## src/rtl/bcd_conv_arbiter_if.sv

```systemverilog
// Bus bundle for bcd_conv_arbiter: requester side (req/bin_in/ack),
// result side (dec_*) and converter-core side (conv_*).
// slave  : the arbiter's view.
// master : the environment's view (requesters, core, display path).
interface bcd_conv_arbiter_if #(
    parameter int NCH    = 4,
    parameter int BWIDTH = 14,
    parameter int DWIDTH = 16
);
    localparam int CW = $clog2(NCH);

    logic [NCH-1:0]        req;
    logic [NCH*BWIDTH-1:0] bin_in;
    logic [NCH-1:0]        ack;
    logic [DWIDTH-1:0]     dec_out;
    logic                  dec_valid;
    logic [CW-1:0]         dec_ch;
    logic                  dec_err;
    logic                  conv_start;
    logic [BWIDTH-1:0]     conv_bin;
    logic                  conv_done;
    logic [DWIDTH-1:0]     conv_dec;

    modport slave (
        input  req, bin_in, conv_done, conv_dec,
        output ack, dec_out, dec_valid, dec_ch, dec_err, conv_start, conv_bin
    );

    modport master (
        output req, bin_in, conv_done, conv_dec,
        input  ack, dec_out, dec_valid, dec_ch, dec_err, conv_start, conv_bin
    );
endinterface

```

## src/rtl/bcd_conv_arbiter.sv

```systemverilog
// bcd_conv_arbiter: round-robin sharing of one sequential BCD converter core
// among NCH requesters. Grants a channel, latches its operand, starts the core,
// waits for completion (with timeout) and returns the tagged packed-BCD result.
// Optional feature macro: BCD_OVF_CHK_EN -- operands that do not fit in
// DWIDTH/4 decimal digits bypass the core and return all-9s with dec_err=1.
module bcd_conv_arbiter #(
    parameter int NCH     = 4,
    parameter int BWIDTH  = 14,
    parameter int DWIDTH  = 16,
    parameter int TIMEOUT = 32
) (
    input  logic              clk,
    input  logic              rst,
    bcd_conv_arbiter_if.slave bus
);
    localparam int CW = $clog2(NCH);
    localparam int TW = (TIMEOUT > 1) ? $clog2(TIMEOUT) : 1;

    typedef enum logic [1:0] {IDLE, START, WAIT, DONE} state_t;

    state_t            state, state_nxt;
    logic [CW-1:0]     ptr;
    logic [CW-1:0]     gnt_idx;
    logic [CW-1:0]     scan_idx;
    logic              gnt_vld;
    logic [BWIDTH-1:0] gnt_bin;
    logic [BWIDTH-1:0] opnd [NCH];
    logic [TW-1:0]     wcnt;
    logic              wait_to;
    logic              ovf;
    logic              ovf_q;

    // Unpack the flat operand bus into one word per channel
    for (genvar g = 0; g < NCH; g++) begin : g_opnd
        assign opnd[g] = bus.bin_in[g*BWIDTH +: BWIDTH];
    end

    // Round-robin pick: scan from the farthest offset down so the first set
    // bit at or after ptr is the one left standing.
    always_comb begin
        gnt_vld  = 1'b0;
        gnt_idx  = ptr;
        scan_idx = ptr;
        for (int i = NCH - 1; i >= 0; i--) begin
            scan_idx = CW'((int'(ptr) + i) % NCH);
            if (bus.req[scan_idx]) begin
                gnt_vld = 1'b1;
                gnt_idx = scan_idx;
            end
        end
    end

    assign gnt_bin = opnd[gnt_idx];
    assign wait_to = (wcnt == TW'(TIMEOUT - 1));

`ifdef BCD_OVF_CHK_EN
    localparam logic [63:0]       OVF_LIM = 64'(10 ** (DWIDTH / 4));
    localparam logic [DWIDTH-1:0] ALL_9S  = {(DWIDTH/4){4'h9}};
    assign ovf = (64'(gnt_bin) >= OVF_LIM);
`else
    assign ovf = 1'b0;
`endif

    // State register
    always_ff @(posedge clk or negedge rst) begin
        if (!rst) state <= IDLE;
        else      state <= state_nxt;
    end

    // Next-state: conv_done only matters in WAIT, and wins over timeout there
    always_comb begin
        state_nxt = state;
        unique case (state)
            IDLE:  if (gnt_vld) state_nxt = ovf ? DONE : START;
            START: state_nxt = WAIT;
            WAIT:  if (bus.conv_done || wait_to) state_nxt = DONE;
            DONE:  state_nxt = IDLE;
            default: state_nxt = IDLE;
        endcase
    end

    // Registered outputs, operand latch, wait counter and RR pointer
    always_ff @(posedge clk or negedge rst) begin
        if (!rst) begin
            ptr            <= '0;
            wcnt           <= '0;
            ovf_q          <= 1'b0;
            bus.ack        <= '0;
            bus.dec_out    <= '0;
            bus.dec_valid  <= 1'b0;
            bus.dec_ch     <= '0;
            bus.dec_err    <= 1'b0;
            bus.conv_start <= 1'b0;
            bus.conv_bin   <= '0;
        end else begin
            bus.ack        <= '0;
            bus.conv_start <= 1'b0;
            bus.dec_valid  <= 1'b0;
            unique case (state)
                IDLE: if (gnt_vld) begin
                    bus.ack    <= NCH'(1) << gnt_idx;
                    bus.dec_ch <= gnt_idx;
                    ovf_q      <= ovf;
                    if (!ovf) bus.conv_bin <= gnt_bin;
`ifdef BCD_OVF_CHK_EN
                    if (ovf) begin
                        bus.dec_out <= ALL_9S;
                        bus.dec_err <= 1'b1;
                    end
`endif
                end
                START: begin
                    bus.conv_start <= 1'b1;
                    wcnt           <= '0;
                end
                WAIT: begin
                    if (bus.conv_done) begin
                        bus.dec_out   <= bus.conv_dec;
                        bus.dec_err   <= 1'b0;
                        bus.dec_valid <= 1'b1;
                    end else if (wait_to) begin
                        bus.dec_out   <= '0;
                        bus.dec_err   <= 1'b1;
                        bus.dec_valid <= 1'b1;
                    end else begin
                        wcnt <= wcnt + 1'b1;
                    end
                end
                DONE: begin
                    // Bypassed (overflow) results pulse here, one cycle after
                    // their ack, so ack and dec_valid never coincide.
                    bus.dec_valid <= ovf_q;
                    ovf_q         <= 1'b0;
                    ptr           <= (bus.dec_ch == CW'(NCH - 1)) ? '0 : bus.dec_ch + 1'b1;
                end
                default: ;
            endcase
        end
    end
endmodule

```

## src/flat_wrapper.sv

```systemverilog
// flat-port wrapper written by rule: the top's interface ports become plain ports
module bcd_conv_arbiter_flat 
#(
    parameter int NCH     = 4,
    parameter int BWIDTH  = 14,
    parameter int DWIDTH  = 16,
    parameter int TIMEOUT = 32
)
  (clk, rst, bus_req, bus_bin_in, bus_conv_done, bus_conv_dec, bus_ack, bus_dec_out, bus_dec_valid, bus_dec_ch, bus_dec_err, bus_conv_start, bus_conv_bin);
  bcd_conv_arbiter_if #(.NCH(NCH), .BWIDTH(BWIDTH), .DWIDTH(DWIDTH)) bus_i ();
  input  logic clk;
  input  logic rst;
  input wire logic [$bits(bus_i.req)-1:0] bus_req;
  input wire logic [$bits(bus_i.bin_in)-1:0] bus_bin_in;
  input wire logic [$bits(bus_i.conv_done)-1:0] bus_conv_done;
  input wire logic [$bits(bus_i.conv_dec)-1:0] bus_conv_dec;
  output wire logic [$bits(bus_i.ack)-1:0] bus_ack;
  output wire logic [$bits(bus_i.dec_out)-1:0] bus_dec_out;
  output wire logic [$bits(bus_i.dec_valid)-1:0] bus_dec_valid;
  output wire logic [$bits(bus_i.dec_ch)-1:0] bus_dec_ch;
  output wire logic [$bits(bus_i.dec_err)-1:0] bus_dec_err;
  output wire logic [$bits(bus_i.conv_start)-1:0] bus_conv_start;
  output wire logic [$bits(bus_i.conv_bin)-1:0] bus_conv_bin;
  assign bus_i.req = bus_req;
  assign bus_i.bin_in = bus_bin_in;
  assign bus_i.conv_done = bus_conv_done;
  assign bus_i.conv_dec = bus_conv_dec;
  assign bus_ack = bus_i.ack;
  assign bus_dec_out = bus_i.dec_out;
  assign bus_dec_valid = bus_i.dec_valid;
  assign bus_dec_ch = bus_i.dec_ch;
  assign bus_dec_err = bus_i.dec_err;
  assign bus_conv_start = bus_i.conv_start;
  assign bus_conv_bin = bus_i.conv_bin;
  bcd_conv_arbiter #(.NCH(NCH), .BWIDTH(BWIDTH), .DWIDTH(DWIDTH), .TIMEOUT(TIMEOUT)) u_core (.clk(clk), .rst(rst), .bus(bus_i));
endmodule
```

## config.mk

```make
export PLATFORM = sky130hd
export DESIGN_NAME = bcd_conv_arbiter_flat
export DESIGN_NICKNAME = d
export VERILOG_FILES = /design/src/rtl/bcd_conv_arbiter_if.sv /design/src/rtl/bcd_conv_arbiter.sv /design/src/flat_wrapper.sv
export SDC_FILE = /design/constraint.sdc
export NUM_CORES = 1
export LEC_CHECK = 0
export ABC_CLOCK_PERIOD_IN_PS = 3200
export CAP_MARGIN = 20
export CORE_ASPECT_RATIO = 1.2
export CORE_UTILIZATION = 55
export CTS_CLUSTER_SIZE = 12
export DETAILED_ROUTE_END_ITERATION = 7
export DONT_BUFFER_PORTS = 1
export PLACE_DENSITY_LB_ADDON = 0.2
export SLEW_MARGIN = 20
export SYNTH_ARGS = -nofsm -noshare
export SYNTH_HDL_FRONTEND = slang
export SYNTH_SLANG_ARGS = --single-unit
```

## constraint.sdc

```tcl
create_clock -name clk -period 3.2 [get_ports clk]
set_input_delay 0.64 -clock clk [delete_from_list [all_inputs] [get_ports clk]]
set_output_delay 0.64 -clock clk [all_outputs]
set_load 0.005 [all_outputs]
```

# Yosys cells after proc, flatten, opt, wreduce, memory -nomap -nowiden

Index checks and enable logic that the tools add are counted.

Memories: 0
Word-level logic and storage cells: 80
Bits in latches: 0
Bits in registers: 49
Bits in writable memories: 0
Memory bits (read-only): 0
Input port bits: 79
Output and inout port bits: 39

Muxes and demuxes: 38
Bitwise operators: 1
Add/sub/neg operators: 5
Div/mod/pow operators: 0
Equality and inequality tests: 9
Reductions and logical operators: 10
Shifts and indexed selects: 1
Magnitude comparators: 5
$mul: 0

Operators with widths:

| kind                                                                          | number |
|---|---|
| 16-bit 2-to-1 mux                                                             | 2 |
| 14-bit binary-select mux with 2-bit select                                    | 1 |
| 14-bit 2-to-1 mux                                                             | 2 |
| 1-bit 2-to-1 mux                                                              | 14 |
| 2-bit 2-to-1 mux                                                              | 7 |
| 2-bit by 3-bit less-than comparator with 1-bit output (second input constant) | 4 |
| 5-bit 2-to-1 mux                                                              | 2 |
| 5-bit case mux with 2 select lines                                            | 1 |
| 1-bit binary-select mux with 2-bit select                                     | 4 |
| 4-bit 2-to-1 mux                                                              | 2 |
| 2-bit case mux with 4 select lines                                            | 1 |
| 2-bit AND reduction                                                           | 4 |
| 2-bit == test (second input constant)                                         | 3 |
| 2-bit nonzero test                                                            | 3 |
| 5-bit by 1-bit adder with 5-bit output (second input constant)                | 1 |
| 5-bit == test (second input constant)                                         | 1 |
| 2-bit by 1-bit adder with 2-bit output (second input constant)                | 2 |
| 2-bit adder (second input constant)                                           | 2 |
| 2-bit by 1-bit != test with 1-bit output (second input constant)              | 2 |
| 2-bit != test (second input constant)                                         | 2 |
| 1-bit case mux with 2 select lines                                            | 2 |
| 1-bit by 2-bit left shift with 4-bit output (first input constant)            | 1 |
| 3-bit greater-or-equal comparator (second input constant)                     | 1 |
| 2-bit inverter with 3-bit output                                              | 1 |
| 4 further kinds                                                               | 4 |

# Logic depth before layout (Yosys ltp)

Gate-level depths: netlist (run 1).

Depth after elaboration: 11
Mapped depth: 8
Depth with buffers taken out: 8

# Worst setup path before layout (run 1)

No wires, ideal clock.

Path kind: input-to-reg
Start: in bus_req[2]
End: reg u_core.bus.conv_bin[10]
Cell stages on the path: 7
Library setup time: 0.140 ns
Setup slack: 1.083 ns
Data arrival time: 1.977 ns
Path buffers: 2
Cells stage by stage: a21bo_1 a21oi_2 or3_1 clkbuf_1 buf_2 a2111oi_0 a211oi_1

Longest elaborated chain between the ends: 10
Elaborated cells on any way between the ends: 21
Classes of those cells: 19 x mux; 1 x bitwise; 1 x reduce/logical

RTL lines:

| element                                                | RTL line                  | source |
|---|---|---|
| start: declaration                                     | flat_wrapper.sv:13        | `input wire logic [$bits(bus_i.req)-1:0] bus_req;` |
| 1-bit binary-select mux with 2-bit select              | bcd_conv_arbiter.sv:46    | `if (bus.req[scan_idx]) begin` |
| 1-bit 2-to-1 mux (implied by the code)                 | bcd_conv_arbiter.sv:46    |  |
| 2-bit 2-to-1 mux (4 in a row)                          | bcd_conv_arbiter.sv:46    |  |
| 2-bit inverter with 3-bit output (implied by the code) | bcd_conv_arbiter.sv:53    | `assign gnt_bin = opnd[gnt_idx];` |
| 14-bit binary-select mux with 2-bit select             | bcd_conv_arbiter.sv:53    |  |
| 14-bit 2-to-1 mux (implied by the code) (2 in a row)   | bcd_conv_arbiter.sv:53    |  |
| end signal: assignment                                 | bcd_conv_arbiter.sv:104   | `if (!ovf) bus.conv_bin <= gnt_bin;` |
| end: declaration                                       | bcd_conv_arbiter_if.sv:26 | `output ack, dec_out, dec_valid, dec_ch, dec_err, conv_start, conv_bin` |

Parallel ways exist; a longest one is shown, timed or not. The select of a mux whose other input is x is not followed.
A chain may end at the register's enable or synchronous reset.

# Worst setup path after layout (run 1)

Start: reg u_core.ptr[1]
End: reg u_core.bus.conv_bin[6]

Longest elaborated chain between the ends: 11
Elaborated cells on any way between the ends: 24
Classes of those cells: 3 x add/sub; 19 x mux; 1 x bitwise; 1 x reduce/logical

RTL lines:

| element                                                | RTL line                | source |
|---|---|---|
| start: declaration                                     | bcd_conv_arbiter.sv:22  | `logic [CW-1:0] ptr;` |
| start signal: assignment                               | bcd_conv_arbiter.sv:134 | `ptr <= (bus.dec_ch == CW'(NCH - 1)) ? '0 : bus.dec_ch + 1'b1;` |
| 2-bit adder                                            | bcd_conv_arbiter.sv:45  | `scan_idx = CW'((int'(ptr) + i) % NCH);` |
| 1-bit binary-select mux with 2-bit select              | bcd_conv_arbiter.sv:46  |  |
| 1-bit 2-to-1 mux (implied by the code)                 | bcd_conv_arbiter.sv:46  |  |
| 2-bit 2-to-1 mux (4 in a row)                          | bcd_conv_arbiter.sv:46  |  |
| 2-bit inverter with 3-bit output (implied by the code) | bcd_conv_arbiter.sv:53  |  |
| 14-bit binary-select mux with 2-bit select             | bcd_conv_arbiter.sv:53  |  |
| 14-bit 2-to-1 mux (implied by the code) (2 in a row)   | bcd_conv_arbiter.sv:53  |  |

Parallel ways exist; a longest one is shown, timed or not. The select of a mux whose other input is x is not followed.

==> impl_results.md, run 1 <==
* Area of the multi-input gates at 0.00117 sq mm
* Total negative setup slack at 0 ns
* Core Util, Final at 61.6%
* Setup violators final at 0
* CTS tree: done
* Sw power at 0.942 mW
* Start point of the critical path: u_core.ptr[1]
* Initial Util at 57.8%
* Height of the die at 75.3 um
* Cts bufs inserted at 5
* Crit path launch type: register
* Routability Congestion at 0.799
* Switching Share at 37.9%
* Flop pwr share at 43.5%
* Die width at 63.1 um
* Ports at 118
* Core ar. at 0.00426 sq mm
* Post-Syn Instances at 224
* Antenna Cells at 0
* Crit path DAT at 2.82 ns
* Share of layout cells above drive strength 1 at 10.4%
* Post-Place Worst Slack at 0.419 ns
* Post-synthesis register bit count at 48
* WL/cell at 18.7 um
* Clock power frac at 18.2%
* Worst Tran Pin Value at 0.733 ns
* Max_cap viols at 0
* Vias/cell at 6.62
* Count of input and output buffers at 0
* Crit. End Element: register
* Clk_lat worst skew at 0.30 ns
* HPWL after DPL at 3740 um
* Final Instance Area at 0.00263 sq mm
* Post-synthesis average cell area at 11.0 sq um
* Clock Path Buffers at 2
* Final layout net count at 306
* Register area at 0.00120 sq mm
* Leak at 1.12 nW
* Drc violations at 0
* RSZ-0062 raised after global routing: no
* Crit path kind: reg2reg
* Sequential share of the synthesized area at 48.8%
* Max Slew Vio Count at 0
* Hold WC Path Type: in2async
* Worst IR Drop VDD at 441 uV
* Clock skew after layout at 0.00890 ns
* Drt first pass iters at 4
* Comb power frac at 38.3%
* Power per cell area at 946 mW/mm^2
* Largest net degree at the start of global routing at 49
* Worst rel slew slack at 51.2%
* Fin. Hold Viols at 0
* Total routed wirelength at 5190 um
* WHS at 0.0266 ns
* Yosys warns at 0
* Setup ws final at 0.592 ns
* Num rows at 26
* # fillers at 331
* Synthesized area at 0.00246 sq mm
* FF-to-FF setup slack at 0.59 ns
* PostCTS Resize Cnt at 0
* Cell count of the worst reg-to-reg path at 6
* Vias in the first global route at 1791
* CP required at 3.41 ns
* Min Tclk post-route at 2.61 ns
* Clk root buf: clkbuf_8
* DR iter-0 viols at 80
* Routed Antenna Nets at 0
* Max H-tree Level at 2
* Total GRT Usage at 21.8%
* P_int at 1.54 mW
* Fmax at 383 MHz
* Synth-to-Final Area Change at 6.66%
* Status: finished, final reports clean
* Clock slew at reported path FFs at 0.09 ns
* Die area at 0.00475 sq mm
* Initial antenna violation count at 0
* Worst setup path endpoint: u_core.bus.conv_bin[6]
* Hold_buf cts at 0
* Post-CTS Setup Bufs at 0
* Crit-path max FO at 21
* Tcrit/Tclk final at 81.5%
* Worst r2r src: u_core.ptr[1]
* Worst R2R End: u_core.bus.conv_bin[6]
* First-pass GRT wire length at 7930 um
* # clock sinks at 48
* Netlist cell types at 37
* Placement Cell Area at 0.00250 sq mm
* Remaining global-route overflow at 0
* Post-synthesis net count at 310
* Total vias in the final route at 1835
[through the flow]
stage / std cells / power, mW
2_1_floorplan: 224 / 1.83
3_3_place_gp: 269 / 1.99
3_5_place_dp: 269 / 2.05
4_1_cts: 277 / 2.51
5_1_grt: 277 / 2.67
6_report: 277 / 2.49
[worst min-delay path by stage]
stage / startpoint / endpoint / cells past startpoint
after floorplan: rst / u_core.bus.ack[0] / 0
after global placement: rst / u_core.bus.dec_out[4] / 0
after detailed placement: rst / u_core.bus.dec_out[1] / 0
after CTS: rst / u_core.bus.conv_bin[10] / 0
after global routing: rst / u_core.bus.ack[2] / 0
final: rst / u_core.bus.conv_bin[11] / 0
[worst max-delay path, cell delays in order, from the launching register on]
cell,delay (ns)
dfrtp_1,0.46
a21bo_1,0.21
a21oi_2,0.57
or3_1,0.49
buf_4,0.37
a2111oi_0,0.16
a211oi_1,0.26
[metal layers]
| layer | track usage (%) | part of all wire, % | up-vias |
|---|---|---|---|
| met5 | 0 | 0 | - |
| met4 | 11.4 | 1.6 | 0 |
| met3 | 6.74 | 9.7 | 12 |
| met2 | 39.2 | 52 | 99 |
| met1 | 23.3 | 37 | 882 |
| li1 | - | - | 842 |
[area by class of cell]
cell class                      count  area share, %
Sequential cell                    48           45.7
Multi-Input combinational cell    155           44.7
Timing Repair Buffer                6           1.72
Tap cell                           56           2.67
Clock inverter                      2           1.48
Clock buffer                        6           3.14
Inverter                            4          0.572
[synth_stat cells]
cell,instances,area [sq um]
a2111oi_0,11,96.3
a2111oi_1,1,10.0
a2111oi_2,3,45.0
a211oi_1,14,105
a21bo_1,1,10.0
a21boi_2,1,11.3
a21oi_1,2,10.0
a21oi_2,2,17.5
a22o_1,17,149
a22oi_1,1,7.51
and2_1,2,12.5
and3_1,3,18.8
and3b_1,1,8.76
buf_1,1,3.75
buf_2,4,20.0
buf_4,1,7.51
clkbuf_1,11,41.3
dfrtp_1,48,1200
ha_1,7,87.6
inv_1,4,15.0
mux2_2,3,33.8
mux2i_1,14,140
nand2_1,8,30.0
nand2b_1,9,56.3
nand4_1,1,6.26
nor2_1,20,75.1
nor2b_1,1,6.26
nor3_1,4,20.0
nor4_1,1,6.26
nor4b_1,14,123
o21ai_0,6,30.0
o21ai_1,2,10.0
o22a_1,1,8.76
or2_1,1,6.26
or3_1,1,6.26
xnor2_1,2,17.5
xor2_1,1,8.76
[power by group through the flow]
stage | Clock [mW] | Sequential, mW | Combinational [mW]
floorplan | 0 | 1.04 | 0.789
global placement | 0 | 1.09 | 0.907
detailed placement | 0 | 1.10 | 0.956
CTS | 0.462 | 1.09 | 0.960
global route | 0.486 | 1.12 | 1.06
finish | 0.451 | 1.08 | 0.952
[registers in the layout, indices dropped and copies added (netlist names)]
| name | count |
|---|---|
| u_core.bus.dec_out | 16 |
| u_core.bus.conv_bin | 14 |
| u_core.wcnt | 5 |
| u_core.bus.ack | 4 |
| u_core.bus.dec_ch | 2 |
| u_core.ptr | 2 |
| u_core.state | 2 |
| u_core.bus.conv_start | 1 |
| u_core.bus.dec_err | 1 |
| u_core.bus.dec_valid | 1 |
[layout by cell type (no fill, tap or decap), types with 2 or more instances in the layout]
cell       Yosys  routed
a2111oi_0     11      11
a2111oi_2      3       3
a211oi_1      14      14
a21oi_1        2       2
a21oi_2        2       2
a22o_1        17      17
and2_1         2       2
and3_1         3       3
buf_4          1       6
clkbuf_8       0       6
dfrtp_1       48      48
ha_1           7       7
inv_1          4       4
mux2_2         3       3
mux2i_1       14      14
nand2_1        8       8
nand2b_1       9       9
nor2_1        20      20
nor3_1         4       4
nor4b_1       14      14
o21ai_0        6       6
o21ai_1        2       2
xnor2_1        2       2
[cell families (layout without fill, tap and decap cells)]
family / Yosys count / after routing / synth area share [%]
AOI/OAI and AO/OA: 62 / 62 / 20.7
adders and majority gates: 7 / 7 / 3.56
xor gates and xnor gates: 3 / 3 / 1.07
buffers and inverters: 21 / 18 / 3.56
DFF: 48 / 48 / 48.8
muxes: 17 / 17 / 7.06
and+or+nand+nor: 66 / 66 / 15.2
Power figures use the tool's default switching activity.
==> run 2: changes to the inputs <==
ABC_CLOCK_PERIOD_IN_PS = 2100   (was 3200)
clock period = 2.1 ns   (was 3.2 ns; I/O delays follow)
==> run 2 against run 1 <==
Non-clock buffer count grew 6. Largest power group unchanged. Via count up 2.8%. Sequential power grew 52%. Die area unchanged. Global-route usage rose by 0.48 points. Clock power is 27% higher. Sequential share of layout area fell by 1.2 points. Cell area rose by 2.6%. Core utilization up 1.6 points. Critical path type unchanged.
==> impl_results.md, run 2 (synthesis results as in run 1) <==
* Status: finished, final reports clean (unchanged)
* Worst IR Drop VDD at 759 uV (was 441 uV)
* Die area at 0.00475 sq mm (unchanged)
* Crit path cell chain: a21bo_1, a21oi_2, or3_1, buf_12, a2111oi_0, a211oi_1 (was a21bo_1, a21oi_2, or3_1, buf_4, a2111oi_0, a211oi_1)
* Post-Place Worst Slack at 0.0622 ns (was 0.419 ns)
* Vias/cell at 6.66 (was 6.62)
* # clock sinks at 48 (unchanged)
* Drt first pass iters at 4 (unchanged)
* Max Slew Vio Count at 0 (unchanged)
* Most common cell after layout, fill and taps aside: dfrtp_1 (unchanged)
* PnR Total Power at 3.78 mW (was 2.49 mW)
* Cts bufs inserted at 5 (unchanged)
* Placement Cell Area at 0.00255 sq mm (was 0.00250 sq mm)
* Height of the die at 75.3 um (unchanged)
* Max H-tree Level at 2 (unchanged)
* Num rows at 26 (unchanged)
* Post-CTS Setup Bufs at 0 (unchanged)
* CP required at 2.26 ns (was 3.41 ns)
* Final Instance Area at 0.00270 sq mm (was 0.00263 sq mm)
* Fmax at 507 MHz (was 383 MHz)
* Worst rel slew slack at 61.5% (was 51.2%)
* Clock slew at reported path FFs at 0.09 ns (about the same)
* Vias in the first global route at 1813 (was 1791)
* WL/cell at 19.1 um (was 18.7 um)
* Total routed wirelength at 5410 um (was 5190 um)
* Worst path max stage delay at 0.46 ns (was 0.57 ns)
* Power per cell area at 1400 mW/mm^2 (was 946 mW/mm^2)
* Layout Cells excl Fill at 283 (was 277)
* Area of the multi-input gates at 0.00119 sq mm (was 0.00117 sq mm)
* First-pass GRT wire length at 8020 um (was 7930 um)
* Clock Path Buffers at 2 (unchanged)
* Setup violators final at 0 (unchanged)
* Biggest register: u_core.bus.dec_out (unchanged)
* Min Tclk post-route at 1.97 ns (was 2.61 ns)
* CTS tree: done (unchanged)
* WHS at 0.252 ns (was 0.0266 ns)
* Crit path launch type: register (unchanged)
* Crit path DAT at 2.13 ns (was 2.82 ns)
* Routed Antenna Nets at 0 (unchanged)
* Routability Congestion at 0.761 (was 0.799)
* Crit-path max FO at 31 (was 21)
* Die width at 63.1 um (unchanged)
* Max reg flops at 16 (unchanged)
* Most frequent cells in the layout: dfrtp_1 (48), nor2_1 (19), a22o_1 (17) (was dfrtp_1 (48), nor2_1 (20), a22o_1 (17))
* Largest net degree at the start of global routing at 49 (unchanged)
* Tcrit/Tclk final at 93.9% (was 81.5%)
* Core ar. at 0.00426 sq mm (unchanged)
* Synth-to-Final Area Change at 9.45% (was 6.66%)
* Ports at 118 (unchanged)
* Count of input and output buffers at 0 (unchanged)
* Worst r2r src: u_core.ptr[1] (unchanged)
* Final layout net count at 312 (was 306)
* Worst Tran Pin Value at 0.577 ns (was 0.733 ns)
* Start point of the critical path: u_core.ptr[1] (unchanged)
* Remaining global-route overflow at 0 (unchanged)
* Total negative setup slack at 0 ns (unchanged)
* Biggest registers after layout: u_core.bus.dec_out (16), u_core.bus.conv_bin (14), u_core.wcnt (5) (unchanged)
* Fin. Hold Viols at 0 (unchanged)
* Clk root buf: clkbuf_8 (unchanged)
* Drc violations at 0 (unchanged)
* Share of layout cells above drive strength 1 at 13.2% (was 10.4%)
* Hold WC Path Type: in2reg (was in2async)
* Crit. End Element: register (unchanged)
* Core Util, Final at 63.2% (was 61.6%)
* Leak at 1.15 nW (was 1.12 nW)
* Clock skew after layout at 0.00291 ns (was 0.00890 ns)
* Max_cap viols at 0 (unchanged)
* Total vias in the final route at 1886 (was 1835)
* DR iter-0 viols at 67 (was 80)
* # fillers at 342 (was 331)
* Crit-path slowest cell: a2111oi_0 (was a21oi_2)
* Total GRT Usage at 22.2% (was 21.8%)
* HPWL after DPL at 3770 um (was 3740 um)
* Antenna Cells at 0 (unchanged)
* Crit path kind: reg2reg (unchanged)
* RSZ-0062 raised after global routing: no (unchanged)
* Worst hold path startpoint: bus_conv_dec[0]
* Inst Count DP at 273 (was 269)
* Setup ws final at 0.129 ns (was 0.592 ns)
* Initial antenna violation count at 0 (unchanged)
* Register area at 0.00120 sq mm (unchanged)
* Initial Util at 57.8% (unchanged)
* Clk_lat worst skew at 0.30 ns (about the same)
## run 2: cell count changes in the layout (fill, tap and decap cells not counted), sizes merged
cell,delta
dlygate4sd3,+1
bufinv,-1
clkinvlp,+2
buf,+5
clkinv,-1
## run 2: layout make-up
cell class              instances  share of cell area, %
inverters                       4                  0.557
repair buffers                 12                   4.64
flip-flops and latches         48                   44.6
clock buffers                   6                   3.06
multi-input cells             155                   44.0
well taps                      56                   2.60
clock inverters                 2                  0.557
## run 2: what timing repair did
item	CTS	global route
hold endpoints to repair	48	0
resized for setup	0	6
setup endpoints to repair	0	11
hold buffers	2	0
## run 2: path summary, 6_finish.rpt
check	depth (start not counted)	slack, ns	endpoint
max	6	0.13	u_core.bus.conv_bin[5]
min	1	0.25	u_core.bus.dec_out[0]
max reg2reg	6	0.13	u_core.bus.conv_bin[5]
min reg2reg	1	0.54	u_core.wcnt[4]
max in group asynchronous	2	1.27	u_core.bus.conv_bin[1]
min in group asynchronous	2	0.63	u_core.bus.dec_out[7]
## run 2: routing by layer
metal	share of wire (%)	GRT usage, %	vias up
li1	-	-	850
met1	39	24.2	917
met2	51	40.4	108
met3	7.8	6.29	11
met4	1.8	10.9	0
met5	0	0	-
## run 2: worst max-delay path, delay by kind of cell, from the launching register on
kind | cells | cell delay (ns)
flops | 1 | 0.45
simple gates | 1 | 0.42
compound gates | 4 | 0.76
buf+inv | 1 | 0.19
## run 2: report_power, final
part           total (mW)  switching [mW]  internal [mW]
registers            1.64           0.320           1.32
clock network       0.575           0.308          0.267
logic                1.56           0.867          0.691
